**src/rtl/ibuf_queue_if.sv**
```systemverilog
`default_nettype none
// +--------------------------------------------------------------------+
// | ibuf_queue_if : fill / consume / decode-window bundle of ibuf_queue |
// | Rev 1.0                                                             |
// +--------------------------------------------------------------------+
interface ibuf_queue_if;
    logic        ibuf_flush;
    logic        fill_vld;
    logic [2:0]  fill_nbytes;
    logic [31:0] fill_data;
    logic        ibuf_room;
    logic [2:0]  consume;
    logic [7:0]  ibuff_0;
    logic [7:0]  ibuff_1;
    logic [7:0]  ibuff_2;
    logic [7:0]  ibuff_3;
    logic [7:0]  ibuff_4;
    logic [7:0]  ibuff_5;
    logic [7:0]  ibuff_6;
    logic [6:0]  fetch_valid;
    logic [4:0]  ibuf_cnt;
    logic        ibuf_ovr;

    modport master (
        output ibuf_flush, fill_vld, fill_nbytes, fill_data, consume,
        input  ibuf_room, ibuff_0, ibuff_1, ibuff_2, ibuff_3, ibuff_4,
               ibuff_5, ibuff_6, fetch_valid, ibuf_cnt, ibuf_ovr
    );

    modport slave (
        input  ibuf_flush, fill_vld, fill_nbytes, fill_data, consume,
        output ibuf_room, ibuff_0, ibuff_1, ibuff_2, ibuff_3, ibuff_4,
               ibuff_5, ibuff_6, fetch_valid, ibuf_cnt, ibuf_ovr
    );
endinterface
`default_nettype wire

```
**src/rtl/ibuf_queue.sv**
```systemverilog
`default_nettype none
// +--------------------------------------------------------------------+
// | ibuf_queue : byte-granular circular instruction buffer, 7-byte     |
// | decode window. Optional same-cycle fill bypass: IBUF_BYPASS_EN.     |
// | Rev 1.0                                                             |
// +--------------------------------------------------------------------+
module ibuf_queue #(
    parameter int DEPTH  = 16,
    parameter int FILL_W = 4,
    parameter int PTR_W  = 4
) (
    input wire          clk,
    input wire          reset,
    ibuf_queue_if.slave ibq
);
    localparam int CNT_W = PTR_W + 1;

    logic [7:0]       r_mem [DEPTH];
    logic [PTR_W-1:0] r_rd_ptr;
    logic [PTR_W-1:0] r_wr_ptr;
    logic [CNT_W-1:0] r_cnt;
    logic             r_ovr;

    logic             w_room;
    logic             w_nb_ok;
    logic             w_acc;
    logic             w_over;
    logic [CNT_W-1:0] w_fill_n;
    logic [CNT_W-1:0] w_consume;
    logic [CNT_W-1:0] w_avail;
    logic [CNT_W-1:0] w_eff;
    logic [6:0]       w_fv;
    logic [7:0]       w_win [7];

    always_comb begin
        w_room    = (CNT_W'(DEPTH) - r_cnt) >= CNT_W'(FILL_W);
        w_nb_ok   = (ibq.fill_nbytes != 3'd0) && (ibq.fill_nbytes <= 3'(FILL_W));
        w_acc     = ibq.fill_vld & w_room & ~ibq.ibuf_flush;
        w_fill_n  = (w_acc && w_nb_ok) ? CNT_W'(ibq.fill_nbytes) : '0;
        w_consume = CNT_W'(ibq.consume);
`ifdef IBUF_BYPASS_EN
        // Bypassed fill bytes are already visible, so they may be retired now.
        w_avail   = r_cnt + w_fill_n;
`else
        w_avail   = r_cnt;
`endif
        w_over    = w_consume > w_avail;
        w_eff     = w_over ? w_avail : w_consume;
    end

    always_ff @(posedge clk or posedge reset) begin
        if (reset) begin
            r_rd_ptr <= '0;
            r_wr_ptr <= '0;
            r_cnt    <= '0;
            r_ovr    <= 1'b0;
        end else if (ibq.ibuf_flush) begin
            r_rd_ptr <= '0;
            r_wr_ptr <= '0;
            r_cnt    <= '0;
            r_ovr    <= 1'b0;
        end else begin
            r_rd_ptr <= r_rd_ptr + PTR_W'(w_eff);
            r_wr_ptr <= r_wr_ptr + PTR_W'(w_fill_n);
            r_cnt    <= r_cnt + w_fill_n - w_eff;
            if (w_over) begin
                r_ovr <= 1'b1;
            end
        end
    end

    // Storage carries no reset; validity is tracked solely by r_cnt.
    always_ff @(posedge clk) begin
        for (int k = 0; k < FILL_W; k++) begin
            if (CNT_W'(k) < w_fill_n) begin
                r_mem[r_wr_ptr + PTR_W'(k)] <= ibq.fill_data[8*k +: 8];
            end
        end
    end

    for (genvar gi = 0; gi < 7; gi++) begin : g_win
        logic       w_bit;
        logic [7:0] w_byte;
`ifdef IBUF_BYPASS_EN
        logic [CNT_W-1:0] w_off;
        always_comb begin
            w_off  = CNT_W'(gi) - r_cnt;
            w_bit  = r_cnt > CNT_W'(gi);
            w_byte = w_bit ? r_mem[r_rd_ptr + PTR_W'(gi)] : 8'h00;
            if (!w_bit && (CNT_W'(gi) < (r_cnt + w_fill_n))) begin
                w_bit  = 1'b1;
                w_byte = ibq.fill_data[{w_off[1:0], 3'b000} +: 8];
            end
        end
`else
        always_comb begin
            w_bit  = r_cnt > CNT_W'(gi);
            w_byte = w_bit ? r_mem[r_rd_ptr + PTR_W'(gi)] : 8'h00;
        end
`endif
        assign w_fv[gi]  = w_bit;
        assign w_win[gi] = w_byte;
    end

    assign ibq.ibuf_room   = w_room;
    assign ibq.fetch_valid = w_fv;
    assign ibq.ibuf_cnt    = 5'(r_cnt);
    assign ibq.ibuf_ovr    = r_ovr;
    assign ibq.ibuff_0     = w_win[0];
    assign ibq.ibuff_1     = w_win[1];
    assign ibq.ibuff_2     = w_win[2];
    assign ibq.ibuff_3     = w_win[3];
    assign ibq.ibuff_4     = w_win[4];
    assign ibq.ibuff_5     = w_win[5];
    assign ibq.ibuff_6     = w_win[6];
endmodule
`default_nettype wire
```
**src/flat_wrapper.sv**
```systemverilog
// flat-port wrapper written by rule: the top's interface ports become plain ports
module ibuf_queue_flat 
#(
    parameter int DEPTH  = 16,
    parameter int FILL_W = 4,
    parameter int PTR_W  = 4
)
  (clk, reset, ibq_ibuf_flush, ibq_fill_vld, ibq_fill_nbytes, ibq_fill_data, ibq_consume, ibq_ibuf_room, ibq_ibuff_0, ibq_ibuff_1, ibq_ibuff_2, ibq_ibuff_3, ibq_ibuff_4, ibq_ibuff_5, ibq_ibuff_6, ibq_fetch_valid, ibq_ibuf_cnt, ibq_ibuf_ovr);
  ibuf_queue_if ibq_i ();
  input wire clk;
  input wire reset;
  input wire logic [$bits(ibq_i.ibuf_flush)-1:0] ibq_ibuf_flush;
  input wire logic [$bits(ibq_i.fill_vld)-1:0] ibq_fill_vld;
  input wire logic [$bits(ibq_i.fill_nbytes)-1:0] ibq_fill_nbytes;
  input wire logic [$bits(ibq_i.fill_data)-1:0] ibq_fill_data;
  input wire logic [$bits(ibq_i.consume)-1:0] ibq_consume;
  output wire logic [$bits(ibq_i.ibuf_room)-1:0] ibq_ibuf_room;
  output wire logic [$bits(ibq_i.ibuff_0)-1:0] ibq_ibuff_0;
  output wire logic [$bits(ibq_i.ibuff_1)-1:0] ibq_ibuff_1;
  output wire logic [$bits(ibq_i.ibuff_2)-1:0] ibq_ibuff_2;
  output wire logic [$bits(ibq_i.ibuff_3)-1:0] ibq_ibuff_3;
  output wire logic [$bits(ibq_i.ibuff_4)-1:0] ibq_ibuff_4;
  output wire logic [$bits(ibq_i.ibuff_5)-1:0] ibq_ibuff_5;
  output wire logic [$bits(ibq_i.ibuff_6)-1:0] ibq_ibuff_6;
  output wire logic [$bits(ibq_i.fetch_valid)-1:0] ibq_fetch_valid;
  output wire logic [$bits(ibq_i.ibuf_cnt)-1:0] ibq_ibuf_cnt;
  output wire logic [$bits(ibq_i.ibuf_ovr)-1:0] ibq_ibuf_ovr;
  assign ibq_i.ibuf_flush = ibq_ibuf_flush;
  assign ibq_i.fill_vld = ibq_fill_vld;
  assign ibq_i.fill_nbytes = ibq_fill_nbytes;
  assign ibq_i.fill_data = ibq_fill_data;
  assign ibq_i.consume = ibq_consume;
  assign ibq_ibuf_room = ibq_i.ibuf_room;
  assign ibq_ibuff_0 = ibq_i.ibuff_0;
  assign ibq_ibuff_1 = ibq_i.ibuff_1;
  assign ibq_ibuff_2 = ibq_i.ibuff_2;
  assign ibq_ibuff_3 = ibq_i.ibuff_3;
  assign ibq_ibuff_4 = ibq_i.ibuff_4;
  assign ibq_ibuff_5 = ibq_i.ibuff_5;
  assign ibq_ibuff_6 = ibq_i.ibuff_6;
  assign ibq_fetch_valid = ibq_i.fetch_valid;
  assign ibq_ibuf_cnt = ibq_i.ibuf_cnt;
  assign ibq_ibuf_ovr = ibq_i.ibuf_ovr;
  ibuf_queue #(.DEPTH(DEPTH), .FILL_W(FILL_W), .PTR_W(PTR_W)) u_core (.clk(clk), .reset(reset), .ibq(ibq_i));
endmodule
```
**config.mk**
```make
export PLATFORM = sky130hd
export DESIGN_NAME = ibuf_queue_flat
export DESIGN_NICKNAME = d
export VERILOG_FILES = /design/src/rtl/ibuf_queue_if.sv /design/src/rtl/ibuf_queue.sv /design/src/flat_wrapper.sv
export SDC_FILE = /design/constraint.sdc
export NUM_CORES = 1
export LEC_CHECK = 0
export CAP_MARGIN = 20
export CORE_AREA = 5 5 188 190
export DETAILED_ROUTE_END_ITERATION = 12
export DIE_AREA = 0 0 193 195
export PLACE_DENSITY_LB_ADDON = 0.08
export SLEW_MARGIN = 10
export SYNTH_ARGS = -nofsm -noshare
export SYNTH_HDL_FRONTEND = slang
export SYNTH_SLANG_ARGS = --single-unit
export TNS_END_PERCENT = 50
```
**constraint.sdc**
```tcl
create_clock -name clk -period 4.3 [get_ports clk]
set_input_delay 0.645 -clock clk [delete_from_list [all_inputs] [get_ports clk]]
set_output_delay 0.645 -clock clk [all_outputs]
set_load 0.05 [all_outputs]
```
==> Yosys cells after proc, flatten, opt, wreduce, memory -nomap -nowiden <==
Memories as Yosys holds them, arrays and structs flattened.
Cells that the tools add are included.
{ "classes": {"order_cmp": 14, "addsub": 14, "n_bitwise": 3, "n_mux": 22, "n_reduce_logical": 4} }
{ "op_table": {"columns": ["cell", "count"], "rows": [
  ["$mux 8", 7],
  ["$add 4x2->4 const B", 4],
  ["$gt 5x3->1 const B", 3],
  ["$add 4x3->4 const B", 3],
  ["$gt 5x1->1 const B", 2],
  ["$gt 5x2->1 const B", 2],
  ["$lt 1x5->1 const A", 2],
  ["$lt 2x5->1 const A", 2],
  ["$mux 1", 10],
  ["$mux 5", 2],
  ["$add 4x1->4 const B", 2],
  ["$add 4x4->4", 2],
  ["$mux 4", 2],
  ["$add 5x5->5", 1],
  ["$ge 5x3->1 const B", 1],
  ["$gt 3x5->1", 1],
  ["$sub 5x5->5", 1],
  ["$sub 5x5->5 const A", 1],
  ["$le 3x3->1 const B", 1],
  ["$mux 3", 1],
  ["$reduce_bool 3->1", 1],
  ["$and 1x1->1", 2],
  ["$logic_and 1x1->1", 2],
  ["$reduce_bool 2->1", 1],
  ["$not 1->1", 1]
]} }
{ "totals": {"n_memories": 1, "word_cells": 62, "register_bits": 14, "ramBits": 128} }
{ "memory_table": {"columns": ["name", "depth", "width", "read_ports", "rd_clocked_by_memory_dff", "write_ports", "line", "source"], "rows": [
  ["u_core.r_mem", 16, 8, 7, 0, 4, "ibuf_queue.sv:18", "logic [7:0] r_mem [DEPTH];"]
]} }

==> Logic depth before layout (Yosys ltp) <==
{ "depth": {"ltp_word": 9, "mapped_depth": 16} }

==> Worst setup path after synthesis <==
OpenSTA, ideal clock, no wires.
{ "synth_path": {"path_type": "reg2out", "startpoint": "register u_core.r_rd_ptr[1]", "endpoint": "output ibq_ibuff_3[0]", "t_arrival_ns": 3.988, "stages_incl_launch_ff": 12, "path_slack_ns": -0.333, "required_time_ns": 3.655, "cell_sequence": "dfrtp_1 -> clkbuf_1 -> clkbuf_1 -> inv_1 -> ha_1 -> buf_2 -> buf_2 -> buf_2 -> buf_2 -> mux4_2 -> mux2i_1 -> a211oi_1"} }
{ "synth_between": {"elab_chain_len": 3} }
{ "synth_rtl": {"columns": ["element", "line", "source"], "rows": [
  ["from (decl)", "ibuf_queue.sv:19", "logic [PTR_W-1:0] r_rd_ptr;"],
  ["from (signal assigned)", "ibuf_queue.sv:63", "r_rd_ptr <= r_rd_ptr + PTR_W'(w_eff);"],
  ["$add 4x2->4", "ibuf_queue.sv:98", "w_byte = w_bit ? r_mem[r_rd_ptr + PTR_W'(gi)] : 8'h00;"],
  ["$mem_v2 16x8", null, null],
  ["$mux 8", "ibuf_queue.sv:98", null],
  ["to (decl)", "flat_wrapper.sv:21", "output wire logic [$bits(ibq_i.ibuff_3)-1:0] ibq_ibuff_3;"]
]} }
No other way between the ends.

==> Worst setup path in the final report <==
{ "layout_path": {"startpoint": "register u_core.r_rd_ptr[0]", "endpoint": "output ibq_ibuff_4[4]"} }
{ "layout_between": {"elab_chain_len": 3} }
{ "layout_rtl": {"columns": ["element", "line", "source"], "rows": [
  ["$add 4x3->4", "ibuf_queue.sv:98", null],
  ["$mem_v2 16x8", null, null],
  ["$mux 8", "ibuf_queue.sv:98", null],
  ["to (decl)", "flat_wrapper.sv:22", "output wire logic [$bits(ibq_i.ibuff_4)-1:0] ibq_ibuff_4;"]
]} }
No other way between the ends.

==> reports/metrics.yaml <==
die:
  dieArea_sq_mm: 0.03764
  placement_rows: 67
  die_w_microns: 193
  die_h_microns: 195
  ios: 112
  start_util_pct: 44.69
  coreArea_sq_mm: 0.03328
timing:
  finalSetupViolCount: 0
  whs_ns: 0.5208
  max_slew_margin_pct: 19.26
  drv_slew: 0
  period_share_pct: 94.48
  period_minus_slack_ns: 4.063
  hold_violations: 0
  setup_ws_ns: 0.2374
  skew_ns: 0.01549
  fmax_ghz: 0.2461
  rsz0062_at_grt: "false"
  tightest_slew_ns: 1.207
clocking:
  post_cts_buffers: 0
  max-clock-path-buffers: 2
  root_buffer: "clkbuf_16"
  h-tree-depth: 4
  cts_num_sinks: 142
  cts_resized: 0
  cts_inserted_buffers: 17
  cts_tree: "done"
  clk_pin_slew_ns: 0.06
  insertion_delay_ns: 0.43
  cts_hold_buffers: 0
yosys:
  synthesis.instances: 1381
  synth_edf_count: 128
  synth.avg_cell_area_sq_um: 10.77
  ys.warnings.count: 0
  ys_ff_latch: 142
  synthesis.nets: 1450
  synth_area_leaders: "edfxtp_1 (26%), mux4_2 (25%), mux2i_1 (4.3%), nand2_1 (3.1%), nor2b_1 (2.7%)"
  synthArstFlopShare_pct: 9.859
  yosysTopAreaCell: "edfxtp_1"
  synth_top_area_share_pct: 25.85
  synthFlopType: "edfxtp_1"
  synth_area_sq_mm: 0.01487
  synth_seq_area_share_pct: 28.20
  synth.distinct_cells: 81
critical_path:
  rrSetupSlack_ns: 0.58
  crit_arrival_ns: 3.42
  endpoint_kind: "primary output"
  critPathKind: "reg2out"
  worstReg2RegEnd: "u_core.ibq.ibuf_cnt[4]"
  startpoint_type: "flip-flop"
  crit_slowest_cell: "clkdlybuf4s50_1"
  cp_max_fo: 31
  max_stage_delay_ns: 0.73
  critical_path_buf_inv_count: 2
  crit_path_cell_trace: "buf_4 > mux4_2 > mux4_2 > nor2b_1 > clkdlybuf4s50_1"
  reg2reg_depth: 13
  crit_top_cell: "mux4_2"
  crit_family: "buffers and inverters"
  crit_required_ns: 3.65
  reg2reg_from: "u_core.ibq.ibuf_cnt[1]"
cells_and_area:
  fill_cells: 2994
  antenna_cells: 0
  layout_common_cells: "mux4_2 (163), edfxtp_1 (128), nand2_1 (123)"
  syn2layout_area_growth_pct: 13.54
  layout_commonest_cell: "mux4_2"
  final_cells: 1890
  nets: 1498
  drive_gt1_share_pct: 26.07
drt:
  first_iter_violations: 1888
  drt_first_pass_iters: 6
  via_per_inst: 7.147
  ant_nets: 0
  drc: 0
  wl_per_cell_microns: 32.86
  routed_wl_mm: 62.10
  num_vias: 13510
grt:
  first_global_vias: 12020
  grt_max_degree: 70
  grt_overflow_total: 0
  grt_use_total_pct: 32.16
  grt_pass1_wl_mm: 87.73
  antenna_found_initial: 3
placed_design:
  dp_cells: 1858
  pre_cts_ws_ns: 0.1569
  hpwl_mm: 47.60
  port_buffers: 111
  gp_congestion: 1.017
run:
  cap_violations: 0
power_and_ir_drop:
  power_mw: 13.10
  leakage_nw: 5.685
  ir_drop_v: 0.0009032
  power.density_mw_per_mm2: 776.1
status:
  outcome: "finished, final reports clean"
worst_hold_path:
  min_to: "u_core.ibq.ibuf_ovr"
  worstHoldPathCells: 2
  hp-class: "reg2reg"
  min-delay-start: "u_core.ibq.ibuf_ovr"
-- worst register-to-register path: stages (launching register included) --
cell and delay (ns):
dfrtp_1 0.53, inv_1 0.11, ha_1 0.32, a21o_1 0.11, a21oi_1 0.06, a311oi_1 0.58
mux2i_1 0.44, xnor2_1 0.17, ha_1 0.29, fa_1 0.46, a21o_1 0.19, a21oi_1 0.17
xnor2_1 0.14, nor2_1 0.05
-- layout make-up --
| type | count | area, sq um | area share (%) |
|---|---|---|---|
| multi-input cells | 1065 | 9908 | 58.68 |
| flip-flops and latches | 142 | 4199 | 24.87 |
| repair buffers | 174 | 1524 | 9.026 |
| well taps | 448 | 560.5 | 3.320 |
| clock buffers | 17 | 425.4 | 2.519 |
| clock inverters | 15 | 158.9 | 0.9411 |
| inverters | 29 | 108.9 | 0.6447 |
-- Yosys cell counts (4+ instances only) --
cell type	instances
buf_6	9
edfxtp_1	128
mux4_2	163
o21ai_1	35
a31oi_1	9
a21oi_1	69
mux4_1	5
buf_1	14
a221oi_1	36
and3_1	13
buf_2	46
a32oi_1	4
o31ai_1	25
dfrtp_1	14
a22o_1	8
xor2_1	7
nand3_2	4
mux2i_1	64
o21ai_0	49
buf_4	19
xnor2_1	14
o211ai_1	7
and2_1	22
nand3_1	23
nor3_1	4
mux2_2	11
a211oi_1	37
nor2_1	85
nor3_2	6
nor4_4	4
ha_1	24
nand2_2	4
nor2b_1	65
a21o_1	4
nand2_1	123
a221oi_2	9
nand4_1	13
clkbuf_1	56
o22ai_1	61
inv_1	27
-- sequential cells by signal, indices dropped and copies added, names as in the netlist --
signal	flops
u_core.ibq.ibuf_cnt	5
u_core.r_mem	128
u_core.r_wr_ptr	4
u_core.ibq.ibuf_ovr	1
u_core.r_rd_ptr	4
-- logic make-up after synthesis --
| kind of cell | Yosys count | synth area share, % |
|---|---|---|
| AO/OA/AOI/OAI | 371 | 16.84 |
| XOR/XNOR | 24 | 1.641 |
| adder cells (fa/ha/maj) | 27 | 2.423 |
| buffers and inverters | 174 | 5.721 |
| flip-flops | 142 | 28.20 |
| multiplexers | 244 | 30.78 |
| AND/OR/NAND/NOR | 399 | 14.40 |
-- worst max path at each step --
stage	slack, ns	end	depth (start not counted)	startpoint
2_1_floorplan	-0.09	ibq_ibuff_1[3]	10	u_core.r_rd_ptr[1]
3_3_place_gp	0.24	u_core.ibq.ibuf_cnt[4]	13	ibq_consume[1]
3_5_place_dp	0.16	u_core.ibq.ibuf_cnt[4]	13	ibq_consume[1]
4_1_cts	0.21	ibq_ibuff_4[5]	5	u_core.r_rd_ptr[0]
5_1_grt	0.12	ibq_ibuff_0[4]	5	u_core.r_rd_ptr[0]
6_report	0.24	ibq_ibuff_4[4]	5	u_core.r_rd_ptr[0]
-- routing by layer --
layer  GRT usage (%)  up-vias  share of wire, %
li1                -     5591                 -
met2           48.11     1082                44
met3           8.286      174                13
met1           45.04     6656                38
met5               0        -             0.034
met4           12.48        4               4.8
-- per-stage QoR --
| step | instance area, sq um | util (%) | TNS (ns) |
|---|---|---|---|
| finish | 16880 | 50.74 | 0 |
| global route | 16880 | 50.74 | 0 |
| CTS | 16880 | 50.74 | 0 |
| detailed placement | 16300 | 48.98 | 0 |
| global placement | 16300 | 48.98 | 0 |
| floorplan | 14910 | - | -0.7064 |
-- report_power, final --
part	internal, mW	switching, mW
sequential	1.59	0.108
clock	0.865	0.629
combinational	3.93	5.99
Power figures use the tool's default switching activity.
